==> config.mk <==
export PLATFORM = sky130hd
export DESIGN_NAME = au_seq
export DESIGN_NICKNAME = d
export VERILOG_FILES = /design/src/rtl/au_seq.sv
export SDC_FILE = /design/constraint.sdc
export NUM_CORES = 1
export LEC_CHECK = 0
export CORE_MARGIN = 2
export CORE_UTILIZATION = 40
export CTS_CLUSTER_DIAMETER = 50
export DETAILED_ROUTE_END_ITERATION = 8
export GPL_ROUTABILITY_DRIVEN = 0
export SLEW_MARGIN = 20
export SYNTH_ARGS = -nofsm -noshare
export SYNTH_HDL_FRONTEND = slang
export SYNTH_SLANG_ARGS = --single-unit
==> constraint.sdc <==
create_clock -name clk -period 4.4 [get_ports clk]
set_clock_uncertainty 0.2 [all_clocks]
set_input_delay 1.32 -clock clk [delete_from_list [all_inputs] [get_ports clk]]
set_output_delay 1.32 -clock clk [all_outputs]
set_load 0.01 [all_outputs]
==> src/rtl/au_seq.sv <==
// au_seq: registered arithmetic unit for the datapath between the register
// file and writeback/flag logic. Single-cycle ADD/SUB/ADC/SBC/CMP/NOP and a
// WIDTH-cycle unsigned shift-and-add multiply, with a start/busy/done handshake.
//
// Ports:
//   clk            clock, rising edge
//   rst            asynchronous active-high reset
//   start          request, sampled only while busy=0
//   op[2:0]        000 ADD, 001 SUB, 010 ADC, 011 SBC, 100 MUL, 101 CMP, 11x NOP
//   a, b           WIDTH-bit operands
//   res            registered result (low product half for MUL)
//   res_hi         registered high product half (MUL only)
//   busy           multiply in progress
//   done           one-cycle completion pulse
//   c, v, n, z     registered carry, signed overflow, negative, zero flags
//   lt             signed less-than, n ^ v
module au_seq #(
   parameter int WIDTH = 16
) (
   input  logic             clk,
   input  logic             rst,
   input  logic             start,
   input  logic [2:0]       op,
   input  logic [WIDTH-1:0] a,
   input  logic [WIDTH-1:0] b,
   output logic [WIDTH-1:0] res,
   output logic [WIDTH-1:0] res_hi,
   output logic             busy,
   output logic             done,
   output logic             c,
   output logic             v,
   output logic             n,
   output logic             z,
   output logic             lt
);

   localparam int CNT_W = $clog2(WIDTH + 1);
   localparam logic [CNT_W-1:0] CNT_INIT = CNT_W'(WIDTH);
   localparam logic [CNT_W-1:0] CNT_LAST = CNT_W'(1);

   localparam logic [0:0] IDLE    = 1'b0;
   localparam logic [0:0] MUL_RUN = 1'b1;

   localparam logic [2:0] OP_ADD = 3'b000;
   localparam logic [2:0] OP_SUB = 3'b001;
   localparam logic [2:0] OP_ADC = 3'b010;
   localparam logic [2:0] OP_SBC = 3'b011;
   localparam logic [2:0] OP_MUL = 3'b100;
   localparam logic [2:0] OP_CMP = 3'b101;

   // Returns {carry_out, overflow, sum}. Overflow is carry into the MSB xor
   // carry out of it, so the low WIDTH-1 bits are summed separately.
   function automatic logic [WIDTH+1:0] add_cv(input logic [WIDTH-1:0] x,
                                                input logic [WIDTH-1:0] y,
                                                input logic             cin);
      logic [WIDTH:0]   full;
      logic [WIDTH-1:0] low;
      full = {1'b0, x} + {1'b0, y} + {{WIDTH{1'b0}}, cin};
      low  = {1'b0, x[WIDTH-2:0]} + {1'b0, y[WIDTH-2:0]} + {{(WIDTH-1){1'b0}}, cin};
      return {full[WIDTH], full[WIDTH] ^ low[WIDTH-1], full[WIDTH-1:0]};
   endfunction

   logic [0:0]       state;
   logic [WIDTH-1:0] mcand;
   logic [WIDTH-1:0] mplier;
   logic [WIDTH-1:0] acc_hi;
   logic [WIDTH-1:0] acc_lo;
   logic [CNT_W-1:0] cnt;

   logic [WIDTH+1:0] alu_out;
   logic [WIDTH-1:0] alu_sum;
   logic [WIDTH:0]   step_sum;
   logic [WIDTH-1:0] nxt_hi;
   logic [WIDTH-1:0] nxt_lo;

   // Subtract forms use a + ~b + cin; SBC's cin is the stored carry (1 = no borrow).
   always_comb begin
      alu_out = '0;
      case (op)
         OP_ADD:         alu_out = add_cv(a, b, 1'b0);
         OP_SUB, OP_CMP: alu_out = add_cv(a, ~b, 1'b1);
         OP_ADC:         alu_out = add_cv(a, b, c);
         OP_SBC:         alu_out = add_cv(a, ~b, c);
         default:        alu_out = '0;
      endcase
   end
   assign alu_sum = alu_out[WIDTH-1:0];

   // One shift-add step: conditionally add the multiplicand into the upper
   // half (keeping its carry), then shift the whole 2*WIDTH accumulator right.
   always_comb begin
      step_sum = {1'b0, acc_hi} + {1'b0, (mplier[0] ? mcand : {WIDTH{1'b0}})};
      nxt_hi   = step_sum[WIDTH:1];
      nxt_lo   = {step_sum[0], acc_lo[WIDTH-1:1]};
   end

   always_ff @(posedge clk or posedge rst) begin
      if (rst) begin
         state  <= IDLE;
         res    <= '0;
         res_hi <= '0;
         c      <= 1'b0;
         v      <= 1'b0;
         n      <= 1'b0;
         z      <= 1'b0;
         done   <= 1'b0;
         mcand  <= '0;
         mplier <= '0;
         acc_hi <= '0;
         acc_lo <= '0;
         cnt    <= '0;
      end else begin
         done <= 1'b0;
         case (state)
            IDLE: begin
               if (start) begin
                  case (op)
                     OP_ADD, OP_SUB, OP_ADC, OP_SBC: begin
                        res  <= alu_sum;
                        c    <= alu_out[WIDTH+1];
                        v    <= alu_out[WIDTH];
                        n    <= alu_sum[WIDTH-1];
                        z    <= (alu_sum == '0);
                        done <= 1'b1;
                     end
                     OP_CMP: begin
                        c    <= alu_out[WIDTH+1];
                        v    <= alu_out[WIDTH];
                        n    <= alu_sum[WIDTH-1];
                        z    <= (alu_sum == '0);
                        done <= 1'b1;
                     end
                     OP_MUL: begin
                        state  <= MUL_RUN;
                        mcand  <= a;
                        mplier <= b;
                        acc_hi <= '0;
                        acc_lo <= '0;
                        cnt    <= CNT_INIT;
                     end
                     default: done <= 1'b1;
                  endcase
               end
            end
            default: begin
               acc_hi <= nxt_hi;
               acc_lo <= nxt_lo;
               mplier <= mplier >> 1;
               cnt    <= cnt - CNT_LAST;
               // Final iteration: commit the just-computed product directly.
               if (cnt == CNT_LAST) begin
                  res    <= nxt_lo;
                  res_hi <= nxt_hi;
                  c      <= (nxt_hi != '0);
                  v      <= 1'b0;
                  n      <= nxt_hi[WIDTH-1];
                  z      <= ({nxt_hi, nxt_lo} == '0);
                  done   <= 1'b1;
                  state  <= IDLE;
               end
            end
         endcase
      end
   end

   assign busy = (state == MUL_RUN);
   assign lt   = n ^ v;

endmodule

## Yosys cells after proc, flatten, opt, wreduce, memory -nomap -nowiden

Cells that the tools add are included.

- Bits in registers: 107
- Bits of input ports: 38
- Memories: 0
- Memory bits (writable): 0
- Bits in latches: 0
- Logic and storage cells: 95
- ROM bits: 0

- Order comparisons: 0
- Bitwise gates (word level): 7
- Multipliers: 0
- Shifts and indexed selects: 0
- Eq/ne operators: 7
- Reduce and logical (&&, ||, !) cells: 16
- Muxes and demuxes: 40
- Divide/modulo/power cells: 0
- $add $sub $neg: 12

Operators by type and width:

| kind | count |
|---|---|
| $mux W16 | 12 |
| $pmux W18 S4 | 1 |
| $add A16 B16 Y17 | 3 |
| $add A17 B1 Y17 | 2 |
| $add A15 B15 Y16 | 2 |
| $add A16 B1 Y16 | 2 |
| $logic_not A32 Y1 | 1 |
| $mux W1 | 24 |
| $add A17 B1 Y17 const B | 1 |
| $add A16 B1 Y16 const B | 1 |
| $logic_not A16 Y1 | 1 |
| $not A16 Y16 | 1 |
| $reduce_bool A16 Y1 | 1 |
| $mux W5 | 3 |
| $reduce_and A3 Y1 | 3 |
| $reduce_bool A2 Y1 | 4 |
| $eq A3 B2 Y1 const B | 2 |
| $eq A3 B3 Y1 const B | 2 |
| $eq A5 B1 Y1 const B | 1 |
| $reduce_or A5 Y1 | 1 |
| $sub A5 B1 Y5 const B | 1 |
| $xor A1 B1 Y1 | 5 |
| $reduce_and A2 Y1 | 2 |
| $reduce_or A4 Y1 | 1 |
| other kinds (5) | 5 |

## Logic depth before layout (Yosys ltp)

- Word-level depth: 9
- Mapped depth: 15

## Worst setup path after synthesis

No wires, ideal clock.

- Path type: input to register
- From: input a[0]
- To: register v
- Arrival time: 4.644 ns
- Cell stages on the path: 12
- Path slack: -0.578 ns
- Buffers on the path: 0
- Data required time: 4.066 ns
- Path through: ha_1 > fa_1 > nor2b_2 > o31a_4 > xor2_1 > or3_4 > or3_4 > or3_1 > or4_1 > a32oi_1 > xnor2_1 > o211ai_2

- Cells in the longest elaborated chain, start to end: 7
- Elaborated cells between the ends (all ways): 18
- Classes of those cells: add/sub: 10; mux: 4; bitwise: 4

Ends and longest elaborated chain:

| what | line | RTL |
|---|---|---|
| start, declared | 24 | `input logic [WIDTH-1:0] a,` |
| $add A16 B16 Y17 or $add A15 B15 Y16 (tied branches) | 58, 59 |  |
| $add A17 B1 Y17 or $add A16 B1 Y16 (tied branches) | 58, 59 |  |
| $xor A1 B1 Y1 | 60 | `return {full[WIDTH], full[WIDTH] ^ low[WIDTH-1], full[WIDTH-1:0]};` |
| $pmux W18 S4 * | 79 | `case (op)` |
| $mux W1 * | 117 | `case (op)` |
| $mux W1 * | 116 | `if (start) begin` |
| $mux W1 * | 114 | `case (state)` |
| end signal, assigned | 121 | `v <= alu_out[WIDTH];` |
| end signal, assigned | 128 | `v <= alu_out[WIDTH];` |
| end, declared | 31 | `output logic v,` |

Every way passes the cells marked *; elsewhere a longest branch is shown, timed or not. The select of a mux whose other input is x is not followed.
A chain may end at the register's enable or synchronous reset.

## Worst setup path after layout

- From: input b[0]
- To: register v

- Cells in the longest elaborated chain, start to end: 8
- Elaborated cells between the ends (all ways): 19
- Classes of those cells: add/sub: 10; mux: 4; bitwise: 5

Ends and longest elaborated chain:

| what | line | RTL |
|---|---|---|
| start, declared | 25 | `input logic [WIDTH-1:0] b,` |
| $not A16 Y16 | 81, 83 |  |
| $add A16 B16 Y17 or $add A15 B15 Y16 (tied branches) | 58, 59 |  |
| $add A17 B1 Y17 or $add A16 B1 Y16 (tied branches) | 58, 59 |  |
| $xor A1 B1 Y1 | 60 |  |
| $pmux W18 S4 * | 79 |  |
| $mux W1 * | 117 |  |
| $mux W1 * | 116 |  |
| $mux W1 * | 114 |  |

Marks and branches as above.

==> flow_summary.ini <==
[clock_network]
cts-buffers-inserted = 9
ctsRootBufferMaster = clkbuf_16
insertion_delay_ns = 0.36
cts_max_level = 3
clk_path_buf_depth = 2
clk_pin_slew_ns = 0.08
postCtsHoldBufs = 0
clock-sinks = 106
cts_tree = yes

[floorplanning]
rows = 54
die-area_sq_um = 23100
initial_utilization_pct = 40.4
chipWidth_um = 152
coreArea_sq_um = 21700
io_pins = 77
die_y_um = 152

[detailed_routing]
avgRoutedWirePerCell_um = 17.2
dr.first_iter.drc_count = 569
first_pass_iters = 5
viasPerCell = 5.52
vias = 9294
final_antenna_net_count = 0
route.detailed.drc = 0
wirelength_um = 28900

[placement]
place_inst = 1632
post-dp-hpwl_um = 22100
io_buffers = 76

[setup_path]
startpoint_type = input port
regToRegStartpoint = mplier[0]
critical_path_class = input port to flip-flop
cp_max_fo = 4
cp-startpoint = b[0]
cp-end-kind = flip-flop
critPathRequiredTime_ns = 4.43
arrival_ns = 4.65

[synth]
async_flop_share_pct = 100
avgSynthCellArea_sq_um = 8.03
yosys_warnings = 0
synthAdderAreaFrac_pct = 8.53
syn-num-nets = 1188
synth_top_family_by_area = simple AND/OR/NAND/NOR gates
synthCells = 1092
synth_edf_count = 0
synth_flop_cell = dfrtp_1
netlist_area_sq_um = 8770
yosys-top-cells-area = dfrtp_1 30%, ha_1 7.8%, nand2_1 7.8%, o21ai_0 4.2%, nor2_1 3.6%
synthSimpleGateAreaFrac_pct = 25.7
synth_largest_area_cell = dfrtp_1
synth_top_cell_area_share_pct = 30.3
synth_compound_area_share_pct = 25.0
yosysSeqAreaShare_pct = 30.3
synth_seq_cells = 106
yosys.area_share.xor_xnor_pct = 4.49
muxShareOfSynthArea_pct = 1.43
synth_cell_types = 87

[grt]
grtUsageMet1_pct = 33.8
grt_overflow = 0
grt_pass1_vias = 9067
grt_max_degree = 64
grt.met3_usage_pct = 2.85
grt_busiest_layer = met2
use_met2_pct = 40.4
grt_pass1_wl_um = 46500
antenna_found_initial = 1
grt_usage_pct = 24.4

[layout]
area_growth_pct = 46.2
fin_util_pct = 59.1
final_cell_mix = 258 x buf_4, 182 x nand2_1, 105 x dfrtp_1, 79 x nor2_1, 62 x o21ai_0
fin_cells = 1684
nets = 1494
layout_commonest_cell = buf_4
drive_above_1_share_pct = 30.9

[run_status]
run_status = finished with violations
violations = negative setup slack

[timing]
worst_pin_slew_ns = 0.802
grt_setup_unrepaired = yes
fmax_mhz = 216
setup_ws_ns = -0.225
relSlewSlack_pct = 46.5
slew_viol_final = 0
finalHoldViolations = 0
whs_ns = 0.267
finalCriticalPeriod_ns = 4.63
setup_violations = 9
fin_crit_sh_pct = 105

[job]
maxCapViolCount = 0

[pwr]
p_sw_mw = 2.09
powerDensity_nw_per_um2 = 405
pwr-share-seq_pct = 31.2
p_clk_share_pct = 15.5
total_power_mw = 5.19
irDropWorstVdd_mv = 0.190
p_comb_share_pct = 53.3
intPower_mw = 3.09
power.leakage_nw = 5.83
netSwitchingFraction_pct = 40.3

[worst_hold_path]
hold_class = flip-flop to flip-flop
hp-start = res[2]
power by group through the flow:
stage / clock network (mW) / logic, mW / registers (mW)
2_1_floorplan: 0 / 1.44 / 1.63
6_report: 0.805 / 2.76 / 1.62
4_1_cts: 0.823 / 2.64 / 1.62
5_1_grt: 0.862 / 3.04 / 1.67
3_5_place_dp: 0 / 2.55 / 1.63
3_3_place_gp: 0 / 2.50 / 1.62
flip-flops by register name, indices dropped and copies added (netlist names), 5 cells and up:
name / count
acc_hi: 16
mcand: 16
mplier: 16
res: 16
res_hi: 16
acc_lo: 15
cnt: 5
path summary, 6_finish.rpt:
path,endpoint,cells after the start,slack (ns)
max,v,13,-0.23
min,res[2],2,0.27
max reg2reg,z,12,0.40
min reg2reg,res[2],2,0.27
max in group asynchronous,mplier[6],3,2.00
min in group asynchronous,res_hi[13],2,1.28
worst max-delay path: stages:
cell,delay (ns)
buf_8,0.10
ha_4,0.16
fa_2,0.35
nor2b_4,0.14
o31a_4,0.31
xor2_4,0.19
or3_4,0.33
or3_4,0.42
or3_4,0.41
or4_4,0.49
a32oi_2,0.19
xnor2_1,0.16
o211ai_2,0.09
per-layer routing:
metal  vias to the layer above  share of wire (%)
met1                      4454                 47
met2                       219                 48
met5                         -                  0
met4                         0                1.7
met3                        38                3.5
li1                       4583                  -
cell usage after synthesis, types with 8 or more instances:
| library cell | number |
|---|---|
| nand3_1 | 16 |
| a31oi_1 | 14 |
| nor2_1 | 84 |
| a211o_1 | 9 |
| o22ai_1 | 9 |
| a21o_1 | 15 |
| a22o_1 | 15 |
| nor4_1 | 26 |
| dfrtp_1 | 106 |
| o21ai_0 | 73 |
| and2_1 | 24 |
| inv_1 | 42 |
| nand2b_1 | 17 |
| nor2b_1 | 13 |
| nand4_1 | 8 |
| ha_1 | 55 |
| a21oi_1 | 59 |
| o21a_1 | 11 |
| nor3_1 | 25 |
| xor2_1 | 11 |
| mux2i_1 | 8 |
| clkbuf_1 | 46 |
| xnor2_1 | 34 |
| nand2_1 | 182 |
| a221oi_1 | 10 |
| a211oi_1 | 15 |
cell type report:
| class | count | area (sq um) |
|---|---|---|
| fillers | 1917 | 8870 |
| multi-input cells | 887 | 6480 |
| repair buffers | 351 | 2880 |
| flip-flops and latches | 106 | 2650 |
| well taps | 280 | 350 |
| clock buffers | 11 | 243 |
| inverters | 43 | 169 |
| clock inverters | 5 | 42.5 |
| diodes | 1 | 2.50 |
kinds of logic after synthesis:
family,count (synthesis)
flops,106
simple gates,457
compound gates,315
mux,12
buf+inv,99
xor+xnor,45
fa+ha+maj,58
stage by stage:
stage	setup TNS, ns	instance area (sq um)	setup WS (ns)
final	-1.42	12800	-0.225
after global routing	-2.29	12800	-0.356
after CTS	-1.50	12300	-0.247
after detailed placement	-14.43	11500	-1.13
after global placement	-13.09	11500	-1.05
after floorplan	-2.83	8840	-0.459
timing repair:
item                       in CTS  in global routing
pin swaps                      34                 37
gates cloned                    0                  0
setup endpoints to repair      15                 13
resized for setup             141                 88
buffers inserted               14                 22
Note: power is estimated with default switching activity, not from simulation.
